===== config.mk =====
export PLATFORM = sky130hd
export DESIGN_NAME = fb_pixel_writer_flat
export DESIGN_NICKNAME = d
export VERILOG_FILES = /design/src/rtl/fb_pkg.sv /design/src/rtl/fb_pixel_writer_if.sv /design/src/rtl/fb_pixel_fifo.sv /design/src/rtl/fb_pixel_writer.sv /design/src/flat_wrapper.sv
export SDC_FILE = /design/constraint.sdc
export NUM_CORES = 1
export LEC_CHECK = 0
export BUFFER_PORTS_ARGS = -buffer_cell sky130_fd_sc_hd__buf_2
export CAP_MARGIN = 20
export CORE_UTILIZATION = 55
export DETAILED_ROUTE_END_ITERATION = 10
export GPL_ROUTABILITY_DRIVEN = 0
export PLACE_DENSITY = 0.73
export SYNTH_ARGS = -nofsm -noshare
export SYNTH_HDL_FRONTEND = slang
export SYNTH_SLANG_ARGS = --single-unit

===== constraint.sdc =====
create_clock -name CLK -period 5.6 [get_ports CLK]
set_input_delay 1.12 -clock CLK [delete_from_list [all_inputs] [get_ports CLK]]
set_output_delay 1.12 -clock CLK [all_outputs]
set_load 0.01 [all_outputs]

===== src/rtl/fb_pkg.sv =====
// fb_pkg: shared constants and the pixel FIFO entry type for fb_pixel_writer.
package fb_pkg;
  localparam int WIDTH      = 320;  // framebuffer width in pixels
  localparam int HEIGHT     = 240;  // framebuffer height in pixels
  localparam int AW         = 17;   // framebuffer address width
  localparam int FIFO_DEPTH = 4;    // pixel FIFO entries, power of two
  localparam int FRAC       = 6;    // fractional bits of Q10.6 coordinates

  // Serial lanes: x, y, color, each one 16-bit word MSB first.
  localparam int NUM_LANES  = 3;
  localparam int VEC_W      = 16;
  localparam int LANE_X     = 0;
  localparam int LANE_Y     = 1;
  localparam int LANE_C     = 2;

  typedef struct packed {
    logic [AW-1:0] addr;
    logic [15:0]   color;
  } fb_pix_t;
endpackage


===== src/rtl/fb_pixel_writer_if.sv =====
// fb_pixel_writer_if: single-port framebuffer write bus (ready/valid).
interface fb_pixel_writer_if #(parameter int AW = fb_pkg::AW);
  logic          MEM_WE;
  logic [AW-1:0] MEM_ADDR;
  logic [15:0]   MEM_DATA;
  logic          MEM_READY;

  modport master (output MEM_WE, MEM_ADDR, MEM_DATA, input MEM_READY);
  modport slave  (input MEM_WE, MEM_ADDR, MEM_DATA, output MEM_READY);
endinterface


===== src/rtl/fb_pixel_fifo.sv =====
// fb_pixel_fifo: synchronous FIFO of fb_pix_t with full/empty flags.
// A push on a full FIFO is taken when a pop happens in the same cycle.
module fb_pixel_fifo
  import fb_pkg::*;
#(
  parameter int DEPTH = FIFO_DEPTH
) (
  input  logic    CLK,
  input  logic    RST,
  input  logic    push,
  input  fb_pix_t din,
  input  logic    pop,
  output fb_pix_t dout,
  output logic    full,
  output logic    empty
);
  localparam int PW = $clog2(DEPTH);

  fb_pix_t       mem [DEPTH];
  logic [PW:0]   wr_ptr, rd_ptr;
  logic          do_push, do_pop;

  // Extra pointer MSB distinguishes full from empty when the indices match.
  assign empty   = (wr_ptr == rd_ptr);
  assign full    = (wr_ptr[PW] != rd_ptr[PW]) && (wr_ptr[PW-1:0] == rd_ptr[PW-1:0]);
  assign do_pop  = pop && !empty;
  assign do_push = push && (!full || do_pop);
  assign dout    = mem[rd_ptr[PW-1:0]];

  // Pointer update; cleared asynchronously so the FIFO is empty during reset.
  always_ff @(posedge CLK or posedge RST)
    if (RST) begin
      wr_ptr <= '0;
      rd_ptr <= '0;
    end else begin
      if (do_push) wr_ptr <= wr_ptr + 1'b1;
      if (do_pop)  rd_ptr <= rd_ptr + 1'b1;
    end

  // Storage; contents are only observed through a valid head, so no reset.
  always_ff @(posedge CLK)
    if (do_push) mem[wr_ptr[PW-1:0]] <= din;
endmodule


===== src/rtl/fb_pixel_writer.sv =====
// fb_pixel_writer: deserializes the rasterizer's x/y/color lanes, maps Q10.6
// coordinates to a linear framebuffer address, queues pixels and drains them
// to the write bus; acknowledges a triangle once all its pixels are written.
// Optional macro FB_CLIP_EN: drop off-screen pixels and count them in CLIP_CNT.
// Address width follows fb_pkg::AW (the FIFO entry type is sized by it).
module fb_pixel_writer #(
  parameter int WIDTH      = fb_pkg::WIDTH,
  parameter int HEIGHT     = fb_pkg::HEIGHT,
  parameter int FIFO_DEPTH = fb_pkg::FIFO_DEPTH,
  parameter int FRAC       = fb_pkg::FRAC
) (
  input  logic                      CLK,
  input  logic                      RST,
  input  logic                      WORD_START,
  input  logic                      PIX_VALID,
  input  logic                      PX,
  input  logic                      PY,
  input  logic                      C,
  input  logic                      TRI_DONE,
  fb_pixel_writer_if.master         mem,
  output logic                      TRI_ACK,
  output logic [7:0]                DROP_CNT,
  output logic [7:0]                CLIP_CNT
);
  import fb_pkg::*;

  logic [NUM_LANES-1:0][VEC_W-1:0] sr;
  logic [NUM_LANES-1:0]            lane_in;
  logic [3:0]                      bit_cnt;
  logic                            pix_vld_lat;
  logic                            word_done;
  logic [1:0]                      vld_pipe;   // [0] word complete, [1] address stage
  logic                            addr_ok;
  logic signed [31:0]              xe, ye, xi, yi, lin;
  logic                            unused_bits;
  fb_pix_t                         pix_a, head;
  logic                            fifo_full, fifo_empty;
  logic                            tri_pend, idle;
  logic [7:0]                      drop_cnt;

  assign lane_in = {C, PY, PX};

  // All lanes shift together while a word is being received.
  always_ff @(posedge CLK or posedge RST)
    if (RST) sr <= '0;
    else if (WORD_START || bit_cnt != 4'd0)
      for (int l = 0; l < NUM_LANES; l++) sr[l] <= {sr[l][VEC_W-2:0], lane_in[l]};

  // Bit counter: WORD_START (re)starts at bit 15, an unfinished word is simply abandoned.
  always_ff @(posedge CLK or posedge RST)
    if (RST) begin
      bit_cnt     <= 4'd0;
      pix_vld_lat <= 1'b0;
    end else if (WORD_START) begin
      bit_cnt     <= 4'd15;
      pix_vld_lat <= PIX_VALID;
    end else if (bit_cnt != 4'd0) begin
      bit_cnt     <= bit_cnt - 4'd1;
    end

  // Only a completed inside-triangle word enters the pipeline.
  assign word_done = !WORD_START && (bit_cnt == 4'd1) && pix_vld_lat;

  // Q10.6 -> integer pixel index (floor via arithmetic shift), then row-major address.
  assign xe  = {{16{sr[LANE_X][15]}}, sr[LANE_X]};
  assign ye  = {{16{sr[LANE_Y][15]}}, sr[LANE_Y]};
  assign xi  = xe >>> FRAC;
  assign yi  = ye >>> FRAC;
  assign lin = yi * WIDTH + xi;

`ifdef FB_CLIP_EN
  logic       in_range;
  logic [7:0] clip_cnt;

  assign in_range    = (xi >= 0) && (xi < WIDTH) && (yi >= 0) && (yi < HEIGHT);
  assign addr_ok     = in_range;
  assign unused_bits = ^lin[31:AW];
  assign CLIP_CNT    = clip_cnt;

  // Saturating count of completed pixels falling outside the framebuffer.
  always_ff @(posedge CLK or posedge RST)
    if (RST) clip_cnt <= 8'd0;
    else if (vld_pipe[0] && !in_range && clip_cnt != 8'hFF) clip_cnt <= clip_cnt + 8'd1;
`else
  // No bounds check: the address simply wraps modulo 2^AW.
  assign addr_ok     = 1'b1;
  assign unused_bits = ^{lin[31:AW], HEIGHT[0]};
  assign CLIP_CNT    = 8'd0;
`endif

  // Valid shift register plus the registered address-stage payload.
  always_ff @(posedge CLK or posedge RST)
    if (RST) begin
      vld_pipe <= '0;
      pix_a    <= '0;
    end else begin
      vld_pipe <= {vld_pipe[0] && addr_ok, word_done};
      if (vld_pipe[0]) begin
        pix_a.addr  <= lin[AW-1:0];
        pix_a.color <= sr[LANE_C];
      end
    end

  fb_pixel_fifo #(.DEPTH(FIFO_DEPTH)) u_fifo (
    .CLK   (CLK),
    .RST   (RST),
    .push  (vld_pipe[1]),
    .din   (pix_a),
    .pop   (mem.MEM_READY),
    .dout  (head),
    .full  (fifo_full),
    .empty (fifo_empty)
  );

  // Head of the FIFO is presented directly, so it holds while the memory stalls.
  assign mem.MEM_WE   = !fifo_empty;
  assign mem.MEM_ADDR = fifo_empty ? '0 : head.addr;
  assign mem.MEM_DATA = fifo_empty ? '0 : head.color;

  // Nothing deserializing, nothing in the address stage or waiting to be pushed.
  assign idle = (bit_cnt == 4'd0) && (vld_pipe == 2'b00);

  // Overflow counter and the end-of-triangle handshake (extra TRI_DONEs are absorbed).
  always_ff @(posedge CLK or posedge RST)
    if (RST) begin
      drop_cnt <= 8'd0;
      tri_pend <= 1'b0;
      TRI_ACK  <= 1'b0;
    end else begin
      if (vld_pipe[1] && fifo_full && !mem.MEM_READY && drop_cnt != 8'hFF)
        drop_cnt <= drop_cnt + 8'd1;
      TRI_ACK <= 1'b0;
      if (tri_pend && fifo_empty && idle) begin
        TRI_ACK  <= 1'b1;
        tri_pend <= 1'b0;
      end else if (TRI_DONE) begin
        tri_pend <= 1'b1;
      end
    end

  assign DROP_CNT = drop_cnt;
endmodule


===== src/flat_wrapper.sv =====
// flat-port wrapper written by rule: the top's interface ports become plain ports
module fb_pixel_writer_flat import fb_pkg::*;
#(
  parameter int WIDTH      = fb_pkg::WIDTH,
  parameter int HEIGHT     = fb_pkg::HEIGHT,
  parameter int FIFO_DEPTH = fb_pkg::FIFO_DEPTH,
  parameter int FRAC       = fb_pkg::FRAC
)
  (CLK, RST, WORD_START, PIX_VALID, PX, PY, C, TRI_DONE, TRI_ACK, DROP_CNT, CLIP_CNT, mem_MEM_WE, mem_MEM_ADDR, mem_MEM_DATA, mem_MEM_READY);
  fb_pixel_writer_if mem_i ();
  input  logic CLK;
  input  logic RST;
  input  logic WORD_START;
  input  logic PIX_VALID;
  input  logic PX;
  input  logic PY;
  input  logic C;
  input  logic TRI_DONE;
  output logic TRI_ACK;
  output logic [7:0] DROP_CNT;
  output logic [7:0] CLIP_CNT;
  output wire logic [$bits(mem_i.MEM_WE)-1:0] mem_MEM_WE;
  output wire logic [$bits(mem_i.MEM_ADDR)-1:0] mem_MEM_ADDR;
  output wire logic [$bits(mem_i.MEM_DATA)-1:0] mem_MEM_DATA;
  input wire logic [$bits(mem_i.MEM_READY)-1:0] mem_MEM_READY;
  assign mem_MEM_WE = mem_i.MEM_WE;
  assign mem_MEM_ADDR = mem_i.MEM_ADDR;
  assign mem_MEM_DATA = mem_i.MEM_DATA;
  assign mem_i.MEM_READY = mem_MEM_READY;
  fb_pixel_writer #(.WIDTH(WIDTH), .HEIGHT(HEIGHT), .FIFO_DEPTH(FIFO_DEPTH), .FRAC(FRAC)) u_core (.CLK(CLK), .RST(RST), .WORD_START(WORD_START), .PIX_VALID(PIX_VALID), .PX(PX), .PY(PY), .C(C), .TRI_DONE(TRI_DONE), .mem(mem_i), .TRI_ACK(TRI_ACK), .DROP_CNT(DROP_CNT), .CLIP_CNT(CLIP_CNT));
endmodule

---- Word-level counts from Yosys, hierarchy flattened ----
Memory sizes are Yosys's and may differ from the RTL's.
Cells that the tools add are included.
cells by class
  equal/unequal tests ..................... 5
  $mul .................................... 1
  muxes and demuxes ....................... 9
  reduce and logical (&&, ||, !) cells .... 22
  add/subtract/negate cells ............... 5
operator list
  operator               count
  $add 17x10->17         1
  $mux 17                1
  $mux 16                1
  $logic_and 1x1->1      11
  $mul 10x4->11 const B  1
  $add 8x1->8 const B    1
  $mux 4                 2
  $ne 8x8->1 const B     1
  $add 3x1->3 const B    2
  $mux 1                 5
  $eq 4x1->1 const B     1
  $logic_not 1->1        4
  $logic_not 4->1        1
  $reduce_bool 2->1      2
  $reduce_bool 4->1      1
  $sub 4x1->4 const B    1
  $eq 3x3->1             1
  $eq 2x2->1             1
  $logic_not 2->1        1
  $logic_or 1x1->1       2
  $ne 1x1->1             1
word-level totals
  register bits after elaboration ......... 104
  bits in writable memories ............... 132
  memories ................................ 1
  word-level logic and storage cells ...... 56
  input port bits ......................... 9
memories
  name               depth  width  read ports  clocked after memory_dff  wr ports  RTL line             text
  u_core.u_fifo.mem  4      33     1           0                         1         fb_pixel_fifo.sv:19  fb_pix_t mem [DEPTH];

---- Logic depth before layout (Yosys ltp) ----
  depth after elaboration ................. 7
  depth in mapped cells ................... 14
  mapped depth without buffers ............ 14

---- By module ----
Synthesis repeated with hierarchy kept, for this count alone.
unflattened totals
  cells, all modules ...................... 597
  area total of the unflattened synthesis .. 10,078.4 um2
modules (own cells, without submodules)
  module           cells each  sequential area each (um2)  area an instance (um2)  times used
  fb_pixel_fifo    209         4,113.9                     5,217.5                 1
  fb_pixel_writer  388         2,452.4                     4,860.9                 1

---- Worst setup path before layout ----
Ideal clock, no wire load.
  path type ............................... input -> register
  start ................................... input port mem_MEM_READY
  end ..................................... memory u_core.u_fifo.mem[1][0] (netlist bit) (enable)
  path slack .............................. 2.329 ns
  stages .................................. 4
  library setup time ...................... 0.423 ns
  buffers on the path ..................... 1
  data arrival time ....................... 2.848 ns
  required time ........................... 5.177 ns
  path through ............................ nor4_4 -> nand2b_1 -> buf_2 -> nor2_1
between the ends
  longest elaborated chain between the ends .. 5
ends and longest elaborated chain
  what                          RTL line             text
  start: declaration            flat_wrapper.sv:25   input wire logic [$bits(mem_i.MEM_READY)-1:0] mem_MEM_READY;
  $logic_and 1x1->1             fb_pixel_fifo.sv:26  assign do_pop = pop && !empty;
  $logic_or 1x1->1              fb_pixel_fifo.sv:27  assign do_push = push && (!full || do_pop);
  $logic_and 1x1->1             fb_pixel_fifo.sv:27
  $mux 1                        fb_pixel_fifo.sv:42  if (do_push) mem[wr_ptr[PW-1:0]] <= din;
  $mux 1 (implied by the code)  fb_pixel_fifo.sv:42
  end: declaration              fb_pixel_fifo.sv:19
No other way between the ends.

---- Worst setup path in the final report ----
  start ................................... register u_core.u_fifo.rd_ptr[1]
  end ..................................... output port mem_MEM_ADDR[6]
between the ends
  longest elaborated chain between the ends .. 2
ends and longest elaborated chain
  what                                        RTL line                text
  start: declaration                          fb_pixel_fifo.sv:20     logic [PW:0] wr_ptr, rd_ptr;
  start signal: assignment                    fb_pixel_fifo.sv:37     if (do_pop) rd_ptr <= rd_ptr + 1'b1;
  $mem_v2 4x33 or $eq 3x3->1 (tied branches)  n/a
  $mux 17 *                                   fb_pixel_writer.sv:117  assign mem.MEM_ADDR = fifo_empty ? '0 : head.addr;
  end: declaration                            flat_wrapper.sv:23      output wire logic [$bits(mem_i.MEM_ADDR)-1:0] mem_MEM_ADDR;
Every way passes the cells marked *; elsewhere a longest branch is shown, timed or not.

==> impl_results.md <==
- Status: finished, final reports clean
- Die Span Y: 137 µm
- CTS root buf: clkbuf_16
- Commonest non-fill, non-tap cell in the layout: edfxtp_1
- Cts hold-fix bufs: 0
- Total setup buffers inserted after CTS: 0
- Port bufs: 51
- Worst hold slack: 0.496 ns
- Final #Nets: 705
- TritonCTS clock tree: done
- Crit-path max cell delay: 0.44 ns
- Tightest Pin Transition: 0.761 ns
- Total number of vias: 4,890
- Sequential share of power: 43.4%
- Global route overflow: 0
- Main combinational cell family by area after synthesis: multiplexers
- Layout cell share with drive strength beyond 1: 32.5%
- Worst min path class: reg2reg
- Number of antenna diodes: 0
- Crit path arrival time: 2.67 ns
- Top Family by Delay on Critical Path: buffers and inverters
- Crit path max fanout: 36
- Total GRT Usage: 19.0%
- Max Root-Sink Buffers: 3
- Yosys cell types: 51
- Synth Area in Simple Gates: 5.38%
- XOR/XNOR Fraction of Synth Area: 2.54%
- Synth warn: 0
- VDD IR max: 264 µV
- Max Transition Viols Final: 0
- Vias in the first global route: 5,248
- #FFs+latches synth: 236
- Worst skew pair latency: 0.50 ns
- Final setup violation count: 0
- Compound-Gate Fraction of Synth Area: 2.69%
- # H-tree levels: 1
- DP Wirelength: 10,300 µm
- Top Ports: 60
- DRT antenna net count: 0
- Initial DRT Pass Iterations: 4
- Synth Area in Adders: 4.78%
- DRT Wirelength: 16,400 µm
- Multi-input combinational cell area: 0.00324 mm²
- Via density: 5.43
- Largest net degree at the start of global routing: 59
- Most frequent cells in the layout: edfxtp_1 (132), dfrtp_1 (103), mux2_2 (76), buf_2 (51), nor2b_1 (36)
- Final hold violations: 0
- Most frequent CP cell: buf_4
- CP Capture Type: primary output
- Worst setup SP type: flop
- Cell Pwr Density: 390 mW/mm²
- Area of the mapped netlist: 0.0100 mm²
- Final Non-Filler Cells: 901
- Core area: 0.0175 mm²
- Sequential area share after synthesis: 65.7%
- Post-Synthesis Cells: 595
- Wl on met1: 7060 µm
- Max-Cap Viols: 0
- Fillers: 1,238
- Detailed router's first-iteration violation count: 209
- Synth-to-layout area growth: 12.7%
- Slew headroom: 49.2%
- Total Power: 4400 µW
- Sw Ratio: 26.2%
- Die Area: 0.0187 mm²
- Routed wl met2: 8610 µm
- RSZ-0062 raised after global routing: false
- FP Rows: 48
- FF/Latch Area: 0.00657 mm²
- Die Wd: 137 µm
- DRC: 0
- Initial antenna violation count: 0
- Dpl cells: 859
- Slowest CP cell: buf_4
- Uppermost routed layer: met4
- TritonCTS buffer count: 23
- Tcrit/Tclk final: 67.7%
- Synth Area per Inst: 16.8 µm²
- Setup Crit Path Kind: reg2out
- Internal power: 3250 µW
- Clock slew at reported path FFs: 0.06 ns
- Tmin final: 3.79 ns
- Worst Path Required: 4.48 ns
- Global-route wire length before repair: 27,100 µm
- Resized cells post-CTS: 0
- Fmax: 0.264 GHz
- Combinational power share: 21.5%
- Clk pwr share: 35.1%
- Met3 WL: 497 µm
- Mux share of post-synthesis cell area: 16.4%
- Worst Skew: 0.0165 ns
- WL/cell: 18.2 µm
- Post-route setup TNS: 0 ns
- Initial Utilization: 57.0%
- Clock sinks: 236
- Net switching power: 1150 µW
- WP buf/inv: 3
- Pleak: 0.00436 µW
- CP Cell Sequence: buf_4 -> xor2_1 -> nor3b_4 -> buf_4 -> nor2b_1 -> buf_2
==> final cells by class <==
cell class                 count  area share, %
timing repair buffer          61           3.11
sequential                   236           58.3
clock buffer                  32           5.58
multi-input combinational    318           28.7
inverter                      19          0.655
tap                          225           2.50
clock inverter                10           1.18
==> flip-flops by register name, summed over array words and instances (netlist names) <==
name,flops
u_core.pix_a,33
u_core.bit_cnt,4
u_core.TRI_ACK,1
u_core.u_fifo.wr_ptr,3
u_core.tri_pend,1
u_core.u_fifo.mem,132
u_core.vld_pipe,2
u_core.pix_vld_lat,1
u_core.sr,48
u_core.DROP_CNT,8
u_core.u_fifo.rd_ptr,3
==> synthesized netlist by cell type, drive strengths merged <==
| master | number | share of area (%) |
|---|---|---|
| edfxtp | 132 | 40 |
| nand3 | 5 | 0.25 |
| a31o | 1 | 0.088 |
| dfrtp | 104 | 26 |
| nand2 | 13 | 0.49 |
| o2bb2ai | 1 | 0.088 |
| a21o | 6 | 0.45 |
| or3 | 2 | 0.13 |
| and3 | 1 | 0.063 |
| a21boi | 2 | 0.15 |
| o21ai | 10 | 0.54 |
| a2111oi | 1 | 0.088 |
| clkbuf | 8 | 0.30 |
| fa | 2 | 0.40 |
| o21a | 3 | 0.23 |
| nand2b | 5 | 0.31 |
| nor4 | 2 | 0.28 |
| nand4 | 4 | 0.40 |
| a21oi | 7 | 0.43 |
| and2b | 1 | 0.075 |
| xnor2 | 20 | 1.8 |
| mux4 | 33 | 7.4 |
| and4b | 1 | 0.10 |
| nor2 | 19 | 0.74 |
| buf | 21 | 1.5 |
| nor3b | 2 | 0.20 |
| a211o | 1 | 0.088 |
| o311a | 1 | 0.10 |
| inv | 19 | 0.71 |
| nor2b | 36 | 2.3 |
| mux2 | 79 | 8.9 |
| conb | 1 | 0.038 |
| xor2 | 9 | 0.79 |
| nor3 | 2 | 0.10 |
| a211oi | 1 | 0.075 |
| o31ai | 1 | 0.075 |
| ha | 35 | 4.4 |
| o211a | 1 | 0.18 |
| mux2i | 1 | 0.10 |
| a31oi | 2 | 0.13 |
==> metrics by stage <==
step | setup WS, ns | instance area (µm²) | util, %
floorplan | 1.75 | 10000 | -
global placement | 2.30 | 10500 | 59.8
detailed placement | 2.29 | 10500 | 59.9
CTS | 1.74 | 11300 | 64.3
global route | 1.60 | 11300 | 64.3
finish | 1.81 | 11300 | 64.3
==> power by group through the flow <==
stage                     Clock, µW  Combinational [µW]  Sequential (µW)
after floorplan                   0                 716             1910
after global placement            0                 951             1940
after detailed placement          0                 961             1950
after CTS                      1580                 967             1910
after global routing           1650                1040             1920
final                          1550                 944             1910
==> layer usage <==
layer	vias up	global-route usage [%]
li1	2318	-
met1	2482	24.6
met2	69	33.5
met3	21	3.15
met4	0	4.64
met5	-	0
==> kinds of logic after synthesis <==
group	Yosys count
other	1
and+or+nand+nor	93
AOI/OAI and AO/OA	38
xor gates and xnor gates	29
buffers and inverters	48
muxes	113
adders and majority gates	37
DFF	236
==> worst paths after layout <==
path,startpoint,endpoint,slack (ns),depth (start not counted)
min in group asynchronous,RST,u_core.sr[4]$_DFFE_PP0P_,0.75,2
min reg2reg,u_core.DROP_CNT[5]$_DFFE_PP0P_,u_core.DROP_CNT[5]$_DFFE_PP0P_,0.50,1
max,u_core.u_fifo.rd_ptr[1]$_DFFE_PP0P_,mem_MEM_ADDR[6],1.81,6
min,u_core.DROP_CNT[5]$_DFFE_PP0P_,u_core.DROP_CNT[5]$_DFFE_PP0P_,0.50,1
max reg2reg,u_core.sr[23]$_DFFE_PP0P_,u_core.pix_a[32]$_DFFE_PP0P_,2.28,14
max in group asynchronous,RST,u_core.sr[8]$_DFFE_PP0P_,3.76,3
Power figures use the tool's default switching activity.
